`config.mk`:
```
export PLATFORM = sky130hd
export DESIGN_NAME = seq_stage_controller
export DESIGN_NICKNAME = d
export VERILOG_FILES = /design/src/rtl/seq_stage_controller.sv
export SDC_FILE = /design/constraint.sdc
export NUM_CORES = 1
export LEC_CHECK = 0
export ABC_AREA = 0
export BUFFER_PORTS_ARGS = -buffer_cell sky130_fd_sc_hd__clkbuf_2
export CORE_ASPECT_RATIO = 1.25
export CORE_MARGIN = 2
export CORE_UTILIZATION = 45
export CTS_BUF_LIST = sky130_fd_sc_hd__clkbuf_4 sky130_fd_sc_hd__clkbuf_8 sky130_fd_sc_hd__clkbuf_16
export CTS_CLUSTER_DIAMETER = 30
export DETAILED_ROUTE_END_ITERATION = 8
export HOLD_SLACK_MARGIN = 0.12
export PLACE_DENSITY = 0.65
export SYNTH_ARGS = -nofsm -noshare
export SYNTH_HDL_FRONTEND = slang
export SYNTH_SLANG_ARGS = --single-unit
```
`constraint.sdc`:
```
create_clock -name clk -period 4.2 [get_ports clk]
set_input_delay 0.21 -clock clk [delete_from_list [all_inputs] [get_ports clk]]
set_output_delay 0.21 -clock clk [all_outputs]
set_load 0.01 [all_outputs]
```
`src/rtl/seq_stage_controller.sv`:
```
// seq_stage_controller
// Multi-cycle sequencer for the SEQ Y86-64 datapath. Walks every instruction
// through FETCH, DECODE, EXECUTE, MEMORY (memory-class only), WRITEBACK and
// PCUPD with one-hot stage enables. It owns the ZF/SF/OF condition codes,
// evaluates cmovXX/jXX conditions, runs the data-memory handshake with a
// timeout, and tracks halt/fault status and the retired-instruction count.
//
// Ports
//   clk, rst_n           clock, asynchronous active-low reset
//   start                begin/restart execution (ignored while busy)
//   icode, ifun          fetched instruction, sampled in FETCH
//   instr_valid          fetch unit saw a well-formed instruction
//   imem_error           instruction memory address error
//   alu_zf/sf/of         ALU flags, captured in EXECUTE for OPq
//   mem_req / mem_ack    data-memory handshake; dmem_error sampled with ack
//   en_*                 one-hot stage enables
//   cc                   {ZF,SF,OF}
//   cnd                  condition result for the latched instruction
//   stat                 1=AOK 2=HLT 3=ADR 4=INS
//   busy                 sequencer is stepping an instruction
//   instr_count          retired instructions (wraps)

module seq_stage_controller #(
    parameter int unsigned MEM_TIMEOUT = 16,
    parameter int unsigned CNT_W       = 32
) (
    input  logic             clk,
    input  logic             rst_n,
    input  logic             start,
    input  logic [3:0]       icode,
    input  logic [3:0]       ifun,
    input  logic             instr_valid,
    input  logic             imem_error,
    input  logic             alu_zf,
    input  logic             alu_sf,
    input  logic             alu_of,
    output logic             mem_req,
    input  logic             mem_ack,
    input  logic             dmem_error,
    output logic             en_fetch,
    output logic             en_decode,
    output logic             en_execute,
    output logic             en_memory,
    output logic             en_writeback,
    output logic             en_pc,
    output logic [2:0]       cc,
    output logic             cnd,
    output logic [2:0]       stat,
    output logic             busy,
    output logic [CNT_W-1:0] instr_count
);

    localparam int unsigned TMO_W = 8;

    localparam logic [3:0] S_IDLE      = 4'd0;
    localparam logic [3:0] S_FETCH     = 4'd1;
    localparam logic [3:0] S_DECODE    = 4'd2;
    localparam logic [3:0] S_EXECUTE   = 4'd3;
    localparam logic [3:0] S_MEMORY    = 4'd4;
    localparam logic [3:0] S_WRITEBACK = 4'd5;
    localparam logic [3:0] S_PCUPD     = 4'd6;
    localparam logic [3:0] S_HALTED    = 4'd7;
    localparam logic [3:0] S_FAULT     = 4'd8;

    localparam logic [2:0] STAT_AOK = 3'd1;
    localparam logic [2:0] STAT_HLT = 3'd2;
    localparam logic [2:0] STAT_ADR = 3'd3;
    localparam logic [2:0] STAT_INS = 3'd4;

    localparam logic [2:0] CC_RESET = 3'b100;

    localparam logic [3:0] IC_HALT = 4'h0;
    localparam logic [3:0] IC_CMOV = 4'h2;
    localparam logic [3:0] IC_OPQ  = 4'h6;
    localparam logic [3:0] IC_JXX  = 4'h7;

    localparam logic [TMO_W-1:0] TMO_LAST = TMO_W'(MEM_TIMEOUT - 1);

    logic [3:0]       state, state_nxt;
    logic [3:0]       icode_q, icode_nxt;
    logic [3:0]       ifun_q, ifun_nxt;
    logic [2:0]       cc_nxt;
    logic [2:0]       stat_nxt;
    logic [CNT_W-1:0] count_nxt;
    logic [TMO_W-1:0] tmo_cnt, tmo_nxt;

    logic             bad_instr_c;
    logic             is_mem_c;
    logic             lt_c;
    logic             cond_raw_c;

    // Illegal-instruction decode on the live fetch inputs.
    always_comb begin
        bad_instr_c = 1'b0;
        if (!instr_valid || (icode > 4'd11)) begin
            bad_instr_c = 1'b1;
        end else if (((icode == IC_CMOV) || (icode == IC_JXX)) && (ifun > 4'd6)) begin
            bad_instr_c = 1'b1;
        end else if ((icode == IC_OPQ) && (ifun > 4'd3)) begin
            bad_instr_c = 1'b1;
        end
    end

    // Memory-class instructions: rmmovq, mrmovq, call, ret, pushq, popq.
    always_comb begin
        is_mem_c = 1'b0;
        case (icode_q)
            4'd4, 4'd5, 4'd8, 4'd9, 4'd10, 4'd11: is_mem_c = 1'b1;
            default:                               is_mem_c = 1'b0;
        endcase
    end

    // Condition evaluation from the architectural flags and latched ifun.
    always_comb begin
        lt_c       = cc[1] ^ cc[0];
        cond_raw_c = 1'b0;
        case (ifun_q)
            4'd0:    cond_raw_c = 1'b1;
            4'd1:    cond_raw_c = lt_c | cc[2];
            4'd2:    cond_raw_c = lt_c;
            4'd3:    cond_raw_c = cc[2];
            4'd4:    cond_raw_c = ~cc[2];
            4'd5:    cond_raw_c = ~lt_c;
            4'd6:    cond_raw_c = ~lt_c & ~cc[2];
            default: cond_raw_c = 1'b0;
        endcase
        cnd = ((icode_q == IC_CMOV) || (icode_q == IC_JXX)) ? cond_raw_c : 1'b0;
    end

    // Next-state and architectural-state update.
    always_comb begin
        state_nxt = state;
        icode_nxt = icode_q;
        ifun_nxt  = ifun_q;
        cc_nxt    = cc;
        stat_nxt  = stat;
        count_nxt = instr_count;
        tmo_nxt   = '0;

        case (state)
            S_IDLE, S_HALTED, S_FAULT: begin
                if (start) begin
                    state_nxt = S_FETCH;
                    stat_nxt  = STAT_AOK;
                    cc_nxt    = CC_RESET;
                    count_nxt = '0;
                end
            end
            S_FETCH: begin
                icode_nxt = icode;
                ifun_nxt  = ifun;
                if (imem_error) begin
                    state_nxt = S_FAULT;
                    stat_nxt  = STAT_ADR;
                end else if (bad_instr_c) begin
                    state_nxt = S_FAULT;
                    stat_nxt  = STAT_INS;
                end else if (icode == IC_HALT) begin
                    // halt retires, so it is counted
                    state_nxt = S_HALTED;
                    stat_nxt  = STAT_HLT;
                    count_nxt = instr_count + CNT_W'(1);
                end else begin
                    state_nxt = S_DECODE;
                end
            end
            S_DECODE: begin
                state_nxt = S_EXECUTE;
            end
            S_EXECUTE: begin
                if (icode_q == IC_OPQ) begin
                    cc_nxt = {alu_zf, alu_sf, alu_of};
                end
                state_nxt = is_mem_c ? S_MEMORY : S_WRITEBACK;
            end
            S_MEMORY: begin
                // an ack in the final allowed cycle still completes normally
                if (mem_ack) begin
                    if (dmem_error) begin
                        state_nxt = S_FAULT;
                        stat_nxt  = STAT_ADR;
                    end else begin
                        state_nxt = S_WRITEBACK;
                    end
                end else if (tmo_cnt == TMO_LAST) begin
                    state_nxt = S_FAULT;
                    stat_nxt  = STAT_ADR;
                end else begin
                    tmo_nxt = tmo_cnt + TMO_W'(1);
                end
            end
            S_WRITEBACK: begin
                state_nxt = S_PCUPD;
            end
            S_PCUPD: begin
                count_nxt = instr_count + CNT_W'(1);
                state_nxt = S_FETCH;
            end
            default: begin
                state_nxt = S_IDLE;
            end
        endcase
    end

    // State register.
    always_ff @(posedge clk or negedge rst_n) begin
        if (!rst_n) begin
            state <= S_IDLE;
        end else begin
            state <= state_nxt;
        end
    end

    // Architectural registers and latched instruction fields.
    always_ff @(posedge clk or negedge rst_n) begin
        if (!rst_n) begin
            icode_q     <= 4'd0;
            ifun_q      <= 4'd0;
            cc          <= CC_RESET;
            stat        <= STAT_AOK;
            instr_count <= '0;
            tmo_cnt     <= '0;
        end else begin
            icode_q     <= icode_nxt;
            ifun_q      <= ifun_nxt;
            cc          <= cc_nxt;
            stat        <= stat_nxt;
            instr_count <= count_nxt;
            tmo_cnt     <= tmo_nxt;
        end
    end

    // Registered stage enables, handshake and busy, decoded from the next state.
    always_ff @(posedge clk or negedge rst_n) begin
        if (!rst_n) begin
            en_fetch     <= 1'b0;
            en_decode    <= 1'b0;
            en_execute   <= 1'b0;
            en_memory    <= 1'b0;
            en_writeback <= 1'b0;
            en_pc        <= 1'b0;
            mem_req      <= 1'b0;
            busy         <= 1'b0;
        end else begin
            en_fetch     <= (state_nxt == S_FETCH);
            en_decode    <= (state_nxt == S_DECODE);
            en_execute   <= (state_nxt == S_EXECUTE);
            en_memory    <= (state_nxt == S_MEMORY);
            en_writeback <= (state_nxt == S_WRITEBACK);
            en_pc        <= (state_nxt == S_PCUPD);
            mem_req      <= (state_nxt == S_MEMORY);
            busy         <= !((state_nxt == S_IDLE) || (state_nxt == S_HALTED) ||
                              (state_nxt == S_FAULT));
        end
    end

endmodule
```
Yosys cells after proc, flatten, opt, wreduce, memory -nomap -nowiden
Index checks and enable logic that the tools add are counted.
{ "word_totals": {"wordCells": 122, "in_bits": 18, "regBits": 65} }
{ "op_classes": {"eq_ne": 43, "bitwise": 5, "reduce_logical": 21, "add_sub_neg": 2, "n_mux": 34, "order_cmp": 3} }
{ "op_table": {"columns": ["cell", "n"], "rows": [
  ["32-bit 2-to-1 mux", 4],
  ["32-bit one-hot mux with 3 select lines", 1],
  ["4-bit by 3-bit == test with 1-bit output (second input constant)", 17],
  ["32-bit by 1-bit adder with 32-bit output (second input constant)", 1],
  ["4-bit by 2-bit == test with 1-bit output (second input constant)", 8],
  ["3-bit 2-to-1 mux", 10],
  ["4-bit one-hot mux with 7 select lines", 1],
  ["4-bit == test (second input constant)", 6],
  ["4-bit 2-to-1 mux", 6],
  ["8-bit 2-to-1 mux", 3],
  ["4-bit zero test", 4],
  ["4-bit by 1-bit == test with 1-bit output (second input constant)", 3],
  ["2-bit != test (second input constant)", 5],
  ["5-bit AND reduction", 2],
  ["3-bit one-hot mux with 3 select lines", 1],
  ["8-bit by 1-bit adder with 8-bit output (second input constant)", 1],
  ["8-bit by 4-bit == test with 1-bit output (second input constant)", 1],
  ["1-bit one-hot mux with 7 select lines", 1],
  ["1-bit 2-to-1 mux", 6],
  ["3-bit != test (second input constant)", 2],
  ["3-bit one-hot mux with 2 select lines", 1],
  ["3-bit nonzero test", 2],
  ["6-bit OR reduction", 1],
  ["1-bit logical OR", 5],
  ["other kinds (13)", 16]
]} }

Longest topological paths before layout
{ "logic_depth": {"word_depth": 12, "ltp_mapped": 9, "ltp_nobuf": 7} }

Worst setup path before layout
OpenSTA, ideal clock, no wires.
{ "synth_timing": {"path_kind": "register to register", "start": "register tmo_cnt[4] (netlist name)", "end": "register instr_count[26]", "setup_time_ps": 140, "stages_incl_launch_ff": 9, "path_buffers": 2, "path_slack_ps": 1681, "required_time_ps": 4060, "arrival_time_ps": 2380, "cell_sequence": "dfrtp_1 or4_4 o211ai_4 o311ai_2 o31a_1 buf_6 buf_2 o311ai_0 o41ai_1"} }
{ "synth_lines": {"columns": ["item", "line", "rtl"], "rows": [
  ["end signal, assigned", "228", "instr_count <= count_nxt;"],
  ["end, declared", "50", "output logic [CNT_W-1:0] instr_count"]
]} }

Worst setup path in the final report
{ "layout_timing": {"start": "register state[1]", "end": "register instr_count[19]"} }
{ "layout_between": {"elab_chain_len": 4, "elab_cells_between_ends": 13, "classes_between": "8 x eq/ne; 1 x mux; 4 x reduce/logical"} }
{ "layout_lines": {"columns": ["item", "line", "rtl"], "rows": [
  ["start, declared", "79", "logic [3:0] state, state_nxt;"],
  ["start signal, assigned", "210", "state <= state_nxt;"],
  ["4-bit by 3-bit == test with 1-bit output (tied with other cells)", "140", "case (state)"],
  ["3-bit OR reduction", "140", null],
  ["2-bit != test (no source line) / 3-bit nonzero test (equally long branches)", null, null],
  ["5-bit AND reduction (no source line)", null, null]
]} }
Several ways; a longest one is shown, not always the timed one.
A chain may end at the register's enable or synchronous reset.

==> results.ini <==
[clock_tree]
clock_sinks=65
insertion_delay_ns=0.35
cts_tree=done
cts_buffers=9
cts.clk_slew.worst_paths_ns=0.08
h-tree-depth=3
postCtsSetupBuffers=0
clockBufferDepth=2
root_buffer=clkbuf_8

[sta]
min_period_ns=2.99
setup_viol=0
clock.fmax_ghz=0.335
fin_crit_sh=0.711
tns_ns=0
fin_skew_ns=0.0133
relSlewSlack=0.376
grt_setup_unrepaired=no
drv_slew=0
tightest_slew_ns=0.934
whs_ns=0.140
final-hold-violation-count=0

[worst_setup_path]
cp_data_required_time_ns=4.46
timing.rr.end=instr_count[19]
endpoint_kind=flop
reg2reg_depth=7
r2r_slack_ns=1.21
critical_path.slowest_cell=nor4bb_1
cpPeakStageDelay_ns=0.65
r2r-start=state[1]
arrival_ns=3.25
worstPathMaxFanout=47
cp-start-kind=flop
crit_type=reg -> reg
critical_path.startpoint=state[1]
worstPathCellList=nor4bb_1 -> nand3_1 -> and4_1 -> o31a_1 -> buf_4 -> or4_1 -> a21oi_1

[min_path]
worstHoldPathType=in -> reg
hold_end=ifun_q[3]
hold_depth=2
worstHoldStart=ifun[3]

[power_and_ir_drop]
ir_drop_mv=0.323
p_leak_nw=1.96
seq_power_share=0.378
p_int_mw=1.39
power_density_nw_per_um2=526
comb_power_share=0.358
p_clk_frac=0.264
p_sw_frac=0.392
power.switching_mw=0.896

[grt]
track_usage=0.211
first_global_vias=3107
grt_pass1_wl_mm=15.2
grt_antenna_before_repair=0
grt_overflow=0
grt_max_degree=48

[yosys]
synth_compound_area_frac=0.167
synth_edf_count=0
synthMuxAreaShare=0.0384
synth-adder-area-share=0.00686
yosysWarnings=0
synth_top_family_by_area=simple AND/OR/NAND/NOR gates
yosys.cell_types.count=56
synthXorXnorAreaFrac=0.0192
synthSimpleGateAreaFrac=0.285
synth_top_area_frac=0.432
netlist_instances=386
synth_nets=406
async_reset_ff_frac=1.00
syn_area_per_cell_sq_um=9.46
ys_seq_area_frac=0.446
synth_top_area_cell=dfrtp_1
ys_ff_latch=65
syn-cell-area_sq_um=3650
synth_ff_type=dfrtp_1
ys_top_cells_by_area=dfrtp_1, nand2_1, nand2b_1

[layout]
num-nets-final=472
layout_common_cells=clkbuf_2, dfrtp_1, nand2_1, nand3_1, nor2_1
area_growth_pct=18.9
drive_gt1_frac=0.236
layout_commonest_cell=clkbuf_2
antenna_cells=0

[routing]
dr.first_iter.drc_count=250
avgViaCountPerCell=5.92
drt.antenna.violating_nets=0
drc=0
via_count=3267
wl_mm=8.96
dr.pass1.iters=4
wire_per_inst_um=16.2

[floorplanning]
dieArea_sq_um=8850
core_area_sq_um=7840
io_pins=65
initial_core_util=0.466
dieWidth_um=84.6
die_h_um=105
rows=36

[placement]
dp_hpwl_mm=6.32
io_buffers=64
gp_congestion=0.805

[run]
cap_viol_max_count=0

[run_status]
status=finished, final reports clean

==> worst max path at each step <==
stage	end	depth (start not counted)	slack, ns
after global routing	instr_count[19]	7	1.02
final	instr_count[19]	7	1.21
after floorplan	instr_count[26]	8	1.68
after detailed placement	instr_count[19]	7	1.28
after CTS	instr_count[19]	7	1.26
after global placement	instr_count[19]	7	1.36
==> worst max-delay path: cells and delay by family (launching register included) <==
kind	cells	cell delay (ns)
AO/OA/AOI/OAI	2	0.43
buffers and inverters	1	0.25
flip-flops	1	0.60
AND/OR/NAND/NOR	4	1.61
==> cell families after synthesis <==
group                    count (synthesis)
AO/OA/AOI/OAI                           82
flip-flops                              65
buffers and inverters                   32
multiplexers                            13
XOR/XNOR                                 8
AND/OR/NAND/NOR                        184
adder cells (fa/ha/maj)                  2
==> flip-flops by register name, indices dropped and copies added, names as in the netlist, 3 cells and up <==
register	count
ifun_q	4
instr_count	32
state	4
cc	3
icode_q	4
tmo_cnt	8
stat	3
==> timing repair <==
item	in CTS	in global routing
hold buffers	7	0
hold endpoints to repair	32	0
endpoints found under the setup margin	0	0
gates resized for setup	0	0
==> power by group through the flow <==
stage          combinational [mW]  sequential [mW]  clock [mW]
3_3_place_gp                0.801            0.864           0
2_1_floorplan               0.605            0.839           0
4_1_cts                     0.823            0.862       0.616
3_5_place_dp                0.813            0.875           0
5_1_grt                     0.914            0.883       0.643
6_report                    0.819            0.863       0.603
==> stage by stage <==
step	std cells	setup WS (ns)	utilization	power, mW	area (sq um)
2_1_floorplan	386	1.68	-	1.44	3650
3_3_place_gp	529	1.36	0.516	1.67	4040
3_5_place_dp	529	1.28	0.516	1.69	4040
4_1_cts	552	1.26	0.554	2.30	4340
5_1_grt	552	1.02	0.554	2.44	4340
6_report	552	1.21	0.554	2.28	4340
==> layout make-up <==
cell class                      instances  area [sq um]
Multi-Input combinational cell        289          1890
Clock inverter                          6          91.3
Inverter                               10          37.5
Sequential cell                        65          1630
Fill cell                             738          3500
Tap cell                               95           119
Timing Repair Buffer                   77           435
Clock buffer                           10           138
==> Yosys cell counts (4+ instances only) <==
master    count
a21oi_1      10
a31oi_1       4
and3_1       12
and4_1        4
clkbuf_1     17
dfrtp_1      63
inv_1        10
mux2_2        8
mux2i_1       5
nand2_1      40
nand2b_1     20
nand3_1      25
nand4_1      13
nor2_1       21
nor2b_1       4
nor3_1        8
o211ai_1      9
o21ai_0      17
o311ai_0      9
o31ai_1      10
o41ai_1       8
or3_1         5
or4_1         9
xor2_1        6
==> layer usage <==
layer	global-route usage	routed length (um)
met1	0.273	3860
met2	0.350	4570
met3	0.0324	356
met4	0.0850	181
met5	0	0
No activity file was read; power rests on OpenSTA's default activity.
